`config.mk`:
```
export PLATFORM = sky130hd
export DESIGN_NAME = store_merge_unit
export DESIGN_NICKNAME = d
export VERILOG_FILES = /design/src/rtl/store_merge_unit.sv
export SDC_FILE = /design/constraint.sdc
export NUM_CORES = 1
export LEC_CHECK = 0
export CELL_PAD_IN_SITES_DETAIL_PLACEMENT = 1
export CELL_PAD_IN_SITES_GLOBAL_PLACEMENT = 1
export CORE_ASPECT_RATIO = 1.1
export CORE_UTILIZATION = 27
export CTS_CLUSTER_SIZE = 14
export DETAILED_ROUTE_END_ITERATION = 8
export PLACE_DENSITY_LB_ADDON = 0.25
export SYNTH_ARGS = -nofsm -noshare
export SYNTH_HDL_FRONTEND = slang
export SYNTH_SLANG_ARGS = --single-unit
export TNS_END_PERCENT = 100
```
`constraint.sdc`:
```
create_clock -name Clock -period 2.15 [get_ports Clock]
set_input_delay 0.645 -clock Clock [delete_from_list [all_inputs] [get_ports Clock]]
set_output_delay 0.645 -clock Clock [all_outputs]
set_load 0.005 [all_outputs]
```
`src/rtl/store_merge_unit.sv`:
```
// Partial-store writer: read-modify-write for byte/halfword stores, direct write for words.
// Optional misaligned-halfword detection is enabled by defining STORE_ALIGN_CHECK_EN.
module store_merge_unit (
  input  logic        Clock,
  input  logic        Reset,
  input  logic        Start,
  input  logic [1:0]  WordouHWouByte,
  input  logic [31:0] Address,
  input  logic [31:0] StoreData,
  input  logic [31:0] MemDataIn,
  output logic [31:0] MemAddress,
  output logic        MemWr,
  output logic [31:0] MemDataOut,
  output logic        Busy,
  output logic        Done,
  output logic        AlignErr
);

  typedef enum logic [2:0] {
    StIdle  = 3'd0,
    StRead  = 3'd1,
    StWait  = 3'd2,
    StMerge = 3'd3,
    StWrite = 3'd4,
    StDone  = 3'd5
  } state_t;

  typedef enum logic [1:0] {
    SizeWord    = 2'b00,
    SizeHalf    = 2'b01,
    SizeByte    = 2'b10,
    SizeWordAlt = 2'b11
  } sizeKind_t;

  state_t    state, nextState;
  sizeKind_t startSize;

  // Captured request: only the low lane bits and low halfword are needed,
  // word stores are written straight from StoreData at capture time.
  sizeKind_t   reqSize;
  logic [1:0]  reqLane;
  logic [15:0] reqData;

  logic [31:0] mergedWord;
  logic [31:0] nextMemAddress;
  logic [31:0] nextMemDataOut;
  logic        nextMemWr;
  logic        nextDone;
  logic        nextBusy;
  logic        startWord;
  logic        acceptStart;
`ifdef STORE_ALIGN_CHECK_EN
  logic        nextAlignErr;
  logic        startMisaligned;
`endif

  assign startSize   = sizeKind_t'(WordouHWouByte);
  assign startWord   = (startSize == SizeWord) || (startSize == SizeWordAlt);
  assign acceptStart = (state == StIdle) && Start;
`ifdef STORE_ALIGN_CHECK_EN
  assign startMisaligned = (startSize == SizeHalf) && Address[0];
`endif

  // Little-endian lane replacement into the word just read from memory.
  always_comb begin
    mergedWord = MemDataIn;
    if (reqSize == SizeHalf) begin
      if (reqLane[1]) mergedWord[31:16] = reqData;
      else            mergedWord[15:0]  = reqData;
    end else begin
      case (reqLane)
        2'd0:    mergedWord[7:0]   = reqData[7:0];
        2'd1:    mergedWord[15:8]  = reqData[7:0];
        2'd2:    mergedWord[23:16] = reqData[7:0];
        default: mergedWord[31:24] = reqData[7:0];
      endcase
    end
  end

  // Next state plus next values of the registered (Moore) outputs.
  always_comb begin
    // NOTE: every value written here gets a default first, so no latch is inferred.
    nextState      = state;
    nextMemAddress = MemAddress;
    nextMemDataOut = MemDataOut;
    nextMemWr      = 1'b0;
    nextDone       = 1'b0;
`ifdef STORE_ALIGN_CHECK_EN
    nextAlignErr   = 1'b0;
`endif
    case (state)
      StIdle: begin
        if (Start) begin
          nextMemAddress = {Address[31:2], 2'b00};
          if (startWord) begin
            nextState      = StWrite;
            nextMemWr      = 1'b1;
            nextMemDataOut = StoreData;
`ifdef STORE_ALIGN_CHECK_EN
          end else if (startMisaligned) begin
            nextState    = StDone;
            nextDone     = 1'b1;
            nextAlignErr = 1'b1;
`endif
          end else begin
            nextState = StRead;
          end
        end
      end
      StRead:  nextState = StWait;
      StWait:  nextState = StMerge;
      StMerge: begin
        nextState      = StWrite;
        nextMemWr      = 1'b1;
        nextMemDataOut = mergedWord;
      end
      StWrite: begin
        nextState = StDone;
        nextDone  = 1'b1;
      end
      StDone:  nextState = StIdle;
      default: nextState = StIdle;
    endcase
    nextBusy = (nextState != StIdle);
  end

  always_ff @(posedge Clock) begin
    // NOTE: non-blocking assignments so every register samples pre-edge values.
    if (Reset) begin
      state      <= StIdle;
      MemAddress <= '0;
      MemDataOut <= '0;
      MemWr      <= 1'b0;
      Busy       <= 1'b0;
      Done       <= 1'b0;
`ifdef STORE_ALIGN_CHECK_EN
      AlignErr   <= 1'b0;
`endif
    end else begin
      state      <= nextState;
      MemAddress <= nextMemAddress;
      MemDataOut <= nextMemDataOut;
      MemWr      <= nextMemWr;
      Busy       <= nextBusy;
      Done       <= nextDone;
`ifdef STORE_ALIGN_CHECK_EN
      AlignErr   <= nextAlignErr;
`endif
    end
  end

  // NOTE: request registers carry no reset; they are always loaded before use.
  always_ff @(posedge Clock) begin
    if (acceptStart) begin
      reqSize <= startSize;
      reqLane <= Address[1:0];
      reqData <= StoreData[15:0];
    end
  end

`ifndef STORE_ALIGN_CHECK_EN
  assign AlignErr = 1'b0;
`endif

endmodule
```
==> run_results.csv, run 1 <==
group,metric,value,unit
timing,rsz0062_at_grt,"no",
clocking,htreeDepth,3,
clocking,cts_tree,"built",
power,peakVddDrop,296.1,uV
synthesis,syn_area,3648,sq um
finish,drive_gt1_frac,0.09470,
grt,grt_pass1_wl,18150,um
finish,finish.utilization,0.4494,
routing,drtIter0Drc,107,
grt,use_met3,0.05742,
synthesis,ys.flop_type,"dfxtp_1",
place,placed_area,5584,sq um
power,total_power,4.976,mW
setup_path,start_kind,"input pin",
grt,gr-total-overflow,0,
setup_path,worst_setup_path_end_kind,"register",
timing,finalSetupViolations,0,
setup_path,path_cells,"clkdlybuf4s50_1 -> xor2_1 -> buf_4 -> nor2_8 -> clkbuf_16 -> mux2i_1 -> o22ai_1",
clocking,clk_latency,340,ps
flow_run,max-cap-violations,0,
clocking,cts-buffers-inserted,9,
power,switchingPower,1.343,mW
place,dp_hpwl,8330,um
setup_path,reg2reg_slack,430,ps
place,placed_cells,671,
grt,grt_usage,0.1704,
die,start_util,0.2761,
setup_path,reg2regPathDepth,5,
power,pwr-share-comb,0.288,
power,p_clk_frac,0.303,
setup_path,crit_type,"in2reg",
grt,met1_usage,0.1915,
synthesis,yosys_warnings,0,
power,power_frac_seq,0.409,
place,io_buffers,165,
power,power_density,837.9,nW/um^2
setup_path,cp_data_arrival_time,2130,ps
grt,busiest_layer,"met2",
timing,finalHoldViolCount,0,
routing,wl_per_cell,17.01,um
power,p_int,3.633,mW
finish,final_area,5938,sq um
clocking,cts_root_buffer,"clkbuf_16",
synthesis,avgSynthCellArea,10.45,sq um
finish,syn_to_final_growth,62.76,%
die,die_area,13980,sq um
setup_path,crit_required,2370,ps
grt,first_global_vias,3565,
setup_path,cp_slowest_cell,"clkdlybuf4s50_1",
synthesis,synth.top_cell.area_share,0.3731,
timing,fmax,0.5245,GHz
hold_path,hold_path_depth,2,
routing,vias_per_cell,4.833,
clocking,cts.path.max_buffers,2,
timing,slew_viol_final,0,
die,die-height,123.9,um
synthesis,synth_cells,349,
die,die_w,112.8,um
clocking,clk_pin_slew,60,ps
setup_path,r2r_start,"state[1]$_SDFF_PP0_",
setup_path,timing.critical_path.from,"WordouHWouByte[1]",
grt,grt_max_degree,34,
timing,post-route-min-period,1907,ps
synthesis,synth_edf_count,20,
synthesis,ys_seq_area_frac,0.5377,
finish,seq_area,1962,sq um
routing,dr_total_vias,3335,
timing,layout_setup_ws,243.5,ps
synthesis,async_flop_share,0,
routing,drc,0,
die,core.rowCount,44,
clocking,clock_sinks,88,
setup_path,max_stage_delay,440,ps
run_status,outcome,"finished, final reports clean",
timing,fin_crit_sh,0.8868,
place,finalWeightedCongestion,0.7274,
setup_path,r2r_end,"MemDataOut[10]$_SDFFE_PP0P_",
timing,clock_skew,6.573,ps
clocking,holdBufCountCts,0,
synthesis,ys_seq_elements,88,
hold_path,hp-class,"reg2reg",
synthesis,synth_area_leader_cell,"dfxtp_1",
synthesis,synth_area_leaders,"dfxtp_1 (37%), edfxtp_1 (16%), mux2i_1 (14%)",
setup_path,cp_max_fo,8,
power,sw_frac_of_total,0.2698,
die,pin_count,169,
finish,nets,624,
routing,drtAntennaViolNets,0,
place,pre_cts_slack,-375.7,ps
finish,final_cells,690,
die,core,13210,sq um
power,p_leak,2.176,nW
routing,firstDrtPassIters,4,
grt,grt_use_met2,0.2998,
finish,nFillCells,1473,
grt,antenna_found_initial,1,
finish,multi_input_area,1505,sq um
synthesis,synth.distinct_cells,34,
setup_path,crit_end,"MemDataOut[10]$_SDFFE_PP0P_",
routing,routed_wl,11740,um
[synthesized netlist by cell type (all sizes together), types with 2 or more instances]
library cell	number
clkbuf	17
inv	2
o2bb2ai	6
nor3	2
mux2i	51
nand2b	10
a21oi	34
mux2	5
nand2	61
edfxtp	20
o22ai	42
nor2	3
buf	13
dfxtp	68
[state kept, by name, indices dropped and copies added, names as in the netlist]
name / cells
MemDataOut: 32
MemAddress: 30
reqData: 16
state: 3
reqLane: 2
reqSize: 2
Busy: 1
Done: 1
MemWr: 1
[power by group through the flow]
| stage | Clock, mW | Sequential, mW | Combinational, mW |
|---|---|---|---|
| after floorplan | 0 | 2.05 | 0.679 |
| after CTS | 1.57 | 2.04 | 1.42 |
| after global placement | 0 | 2.06 | 1.38 |
| after global routing | 1.63 | 2.06 | 1.56 |
| after detailed placement | 0 | 2.07 | 1.41 |
| final | 1.51 | 2.04 | 1.43 |
[what timing repair did]
action,4_1_cts,5_1_grt
cloned,0,2
buffers inserted,0,0
pin swaps,0,2
hold endpoints to repair,0,0
setup endpoints to repair,4,14
resized for setup,1,5
[per-stage QoR]
step | hold slack, ps | setup TNS (ps)
finish | 456.6 | 0
global route | 476.0 | 0
CTS | 460.0 | 0
detailed placement | 448.9 | -26040
global placement | 441.1 | -24510
floorplan | 452.7 | 0
[layout make-up]
| cell class | count | area share |
|---|---|---|
| diodes | 1 | 0.0004214 |
| multi-input cells | 230 | 0.2535 |
| clock buffers | 11 | 0.03919 |
| flip-flops and latches | 88 | 0.3304 |
| repair buffers | 191 | 0.3327 |
| inverters | 3 | 0.001896 |
| well taps | 161 | 0.03392 |
| clock inverters | 5 | 0.008007 |
[metal layers]
layer  vias up  share of wire
met4         0          0.013
met2       119           0.49
met1      1606           0.41
met5         -              0
met3        11          0.087
li1       1599              -
[worst max-delay path, delay by kind of cell]
family	cells	cell delay, ps
muxes	1	190
AOI/OAI and AO/OA	1	110
buffers and inverters	3	810
and+or+nand+nor	1	210
xor gates and xnor gates	1	170
[worst min path at each step]
stage                                      startpoint  slack [ps]                     endpoint
after global placement    MemAddress[31]$_SDFFE_PP0P_         440  MemAddress[31]$_SDFFE_PP0P_
final                     MemAddress[14]$_SDFFE_PP0P_         460  MemAddress[14]$_SDFFE_PP0P_
after CTS                 MemAddress[14]$_SDFFE_PP0P_         460  MemAddress[14]$_SDFFE_PP0P_
after global routing      MemAddress[27]$_SDFFE_PP0P_         480  MemAddress[27]$_SDFFE_PP0P_
after floorplan           MemAddress[10]$_SDFFE_PP0P_         450  MemAddress[10]$_SDFFE_PP0P_
after detailed placement   MemAddress[5]$_SDFFE_PP0P_         450   MemAddress[5]$_SDFFE_PP0P_
[cell usage in the layout (no fill, tap or decap), types with 2 or more instances in the layout]
| cell type | Yosys | routed |
|---|---|---|
| a21oi_1 | 34 | 34 |
| buf_12 | 3 | 7 |
| buf_4 | 3 | 16 |
| clkbuf_1 | 17 | 2 |
| clkbuf_16 | 0 | 11 |
| clkdlybuf4s50_1 | 0 | 164 |
| clkinv_1 | 1 | 3 |
| clkinv_2 | 0 | 2 |
| conb_1 | 1 | 3 |
| dfxtp_1 | 68 | 68 |
| edfxtp_1 | 20 | 20 |
| mux2_2 | 5 | 5 |
| mux2i_1 | 51 | 48 |
| mux2i_2 | 0 | 3 |
| nand2_1 | 61 | 61 |
| nand2b_1 | 10 | 10 |
| nor2_1 | 2 | 2 |
| nor3_1 | 2 | 2 |
| o22ai_1 | 42 | 42 |
| o2bb2ai_1 | 6 | 6 |
[kinds of logic (layout without fill, tap and decap cells)]
logic type	Yosys count	after routing	share of synthesized area
other	1	4	0.001028
multiplexers	56	56	0.1553
XOR/XNOR	2	2	0.004802
AND/OR/NAND/NOR	83	83	0.1039
AO/OA/AOI/OAI	86	86	0.1413
buffers and inverters	33	210	0.05590
flip-flops	88	88	0.5377
(Power assumes the default switching activity.)
==> inputs of run 2 (changes only) <==
- clock period: 2.15 -> 1.6 ns (I/O delays scaled with it)
==> run_results.csv, run 2 (synthesis results as in run 1) <==
group,metric,value,unit
power,power_frac_seq,0.371,
setup_path,cp_max_fo,6,
routing,drtIter0Drc,111,
grt,grt_usage,0.1842,
grt,grt_max_degree,33,
place,finalWeightedCongestion,0.7255,
die,die-height,123.9,um
setup_path,crit_required,1670,ps
routing,dr_total_vias,3412,
power,total_power,7.376,mW
setup_path,r2r_start,"state[0]$_SDFF_PP0_",
timing,layout_setup_ws,-179.5,ps
place,placed_cells,673,
die,start_util,0.2761,
hold_path,hold_path_depth,1,
clocking,htreeDepth,3,
grt,antenna_found_initial,1,
timing,rsz0062_at_grt,"yes",
die,die_w,112.8,um
power,p_int,5.292,mW
flow_run,max-cap-violations,0,
setup_path,reg2regPathDepth,6,
timing,clock_skew,4.354,ps
clocking,cts_root_buffer,"clkbuf_16",
place,pre_cts_slack,-817.0,ps
clocking,cts.path.max_buffers,2,
setup_path,crit_type,"reg2reg",
finish,multi_input_area,1797,sq um
clocking,cts_tree,"built",
finish,largest_reg_flops,32,
power,p_clk_frac,0.299,
timing,fin_crit_sh,1.112,
finish,layout_commonest_cell,"clkdlybuf4s50_1",
grt,gr-total-overflow,0,
setup_path,cp_data_arrival_time,1840,ps
power,switchingPower,2.084,mW
die,core.rowCount,44,
run_status,violations,"negative setup slack",
finish,syn_to_final_growth,78.36,%
routing,routed_wl,13040,um
setup_path,start_kind,"register",
die,die_area,13980,sq um
clocking,clock_sinks,88,
finish,reg_top3,"MemDataOut (32), MemAddress (30), reqData (16)",
finish,seq_area,1973,sq um
finish,nFillCells,1436,
routing,vias_per_cell,4.833,
timing,slew_viol_final,0,
power,peakVddDrop,478.2,uV
clocking,cts-buffers-inserted,9,
place,dp_hpwl,8608,um
finish,nets,640,
power,p_leak,2.758,nW
timing,finalSetupViolations,83,
hold_path,worstHoldStart,"WordouHWouByte[1]",
power,power_density,1133,nW/um^2
timing,finalHoldViolCount,0,
run_status,outcome,"finished with violations",
setup_path,reg2reg_slack,-180,ps
die,core,13210,sq um
finish,final_cell_mix,"clkdlybuf4s50_1 (98), dlygate4sd2_1 (65), dfxtp_1 (59), mux2i_1 (50), o22ai_1 (42)",
grt,grt_pass1_wl,19370,um
timing,post-route-min-period,1780,ps
routing,wl_per_cell,18.47,um
clocking,clk_pin_slew,60,ps
routing,drc,0,
setup_path,r2r_end,"reqData[7]$_DFFE_PP_",
grt,first_global_vias,3642,
finish,final_cells,706,
power,pwr-share-comb,0.330,
hold_path,hp-class,"in2reg",
finish,top_register,"MemDataOut",
timing,fmax,0.5619,GHz
die,pin_count,169,
clocking,holdBufCountCts,0,
setup_path,worst_setup_path_end_kind,"register",
hold_path,min_to,"reqSize[1]$_DFFE_PP_",
place,io_buffers,165,
routing,firstDrtPassIters,4,
power,sw_frac_of_total,0.2826,
finish,drive_gt1_frac,0.2371,
routing,drtAntennaViolNets,0,
clocking,clk_latency,340,ps
run 2: cell count changes in the layout (fill, tap and decap cells not counted), moves of 21 or more:
cell / before / now
clkdlybuf4s50_1: 164 / 98
dlygate4sd2_1: 0 / 65
a21oi_1: 34 / 5
a21oi_2: 0 / 29
nand2_1: 61 / 35
nand2_4: 0 / 21
run 2: power by group through the flow:
stage	Clock (mW)	Sequential (mW)	Combinational, mW
6_report	2.21	2.74	2.43
5_1_grt	2.36	2.77	2.61
4_1_cts	2.27	2.74	2.21
3_5_place_dp	0	2.79	1.91
3_3_place_gp	0	2.77	1.86
2_1_floorplan	0	2.75	0.939
run 2: repair_timing:
item / in CTS / in global routing
gates cloned: 7 / 1
setup buffers: 9 / 8
pin swaps: 7 / 53
resized for setup: 92 / 95
endpoints found under the setup margin: 149 / 86
run 2: worst max path at each step:
stage / start / to / slack (ps) / depth (start not counted)
after global placement: Start / MemDataOut[22]$_SDFFE_PP0P_ / -710 / 6
after CTS: state[2]$_SDFF_PP0_ / MemDataOut[10]$_SDFFE_PP0P_ / -200 / 7
after floorplan: state[0]$_SDFF_PP0_ / MemDataOut[16]$_SDFFE_PP0P_ / -170 / 7
final: state[0]$_SDFF_PP0_ / reqData[7]$_DFFE_PP_ / -180 / 6
after detailed placement: Start / MemDataOut[9]$_SDFFE_PP0P_ / -820 / 6
after global routing: state[0]$_SDFF_PP0_ / MemAddress[5]$_SDFFE_PP0P_ / -220 / 8
run 2: metal layers:
layer	global-route usage	wire [um]	vias to the layer above
met5	0	0	-
met4	0.07250	213	0
met3	0.06472	1102	15
met2	0.3291	6692	127
met1	0.2004	5032	1635
li1	-	-	1635
run 2: per-stage QoR:
stage                     setup TNS [ps]  hold slack [ps]  cell area [sq um]  utilization
after global routing              -13260            408.7               6507       0.4925
final                              -9417            398.3               6507       0.4925
after detailed placement          -63820            447.6               5615       0.4250
after floorplan                    -7528            452.7               3681            -
after CTS                         -10950            453.9               6190       0.4685
after global placement            -58690            441.1               5615       0.4250
run 2: worst max-delay path: stages (launching register included):
cell and delay, ps:
dfxtp_2 320, or4b_4 580, buf_6 150, buf_6 120, inv_12 80, buf_12 120, clkbuf_16 130
run 2: area by class of cell:
class                      count  share of cell area
timing repair buffer         207              0.3390
clock inverter                 5             0.01096
clock buffer                  11             0.03576
multi-input combinational    230              0.2761
inverter                       3            0.003653
antenna                        1           0.0003845
tap                          161             0.03096
sequential                    88              0.3032
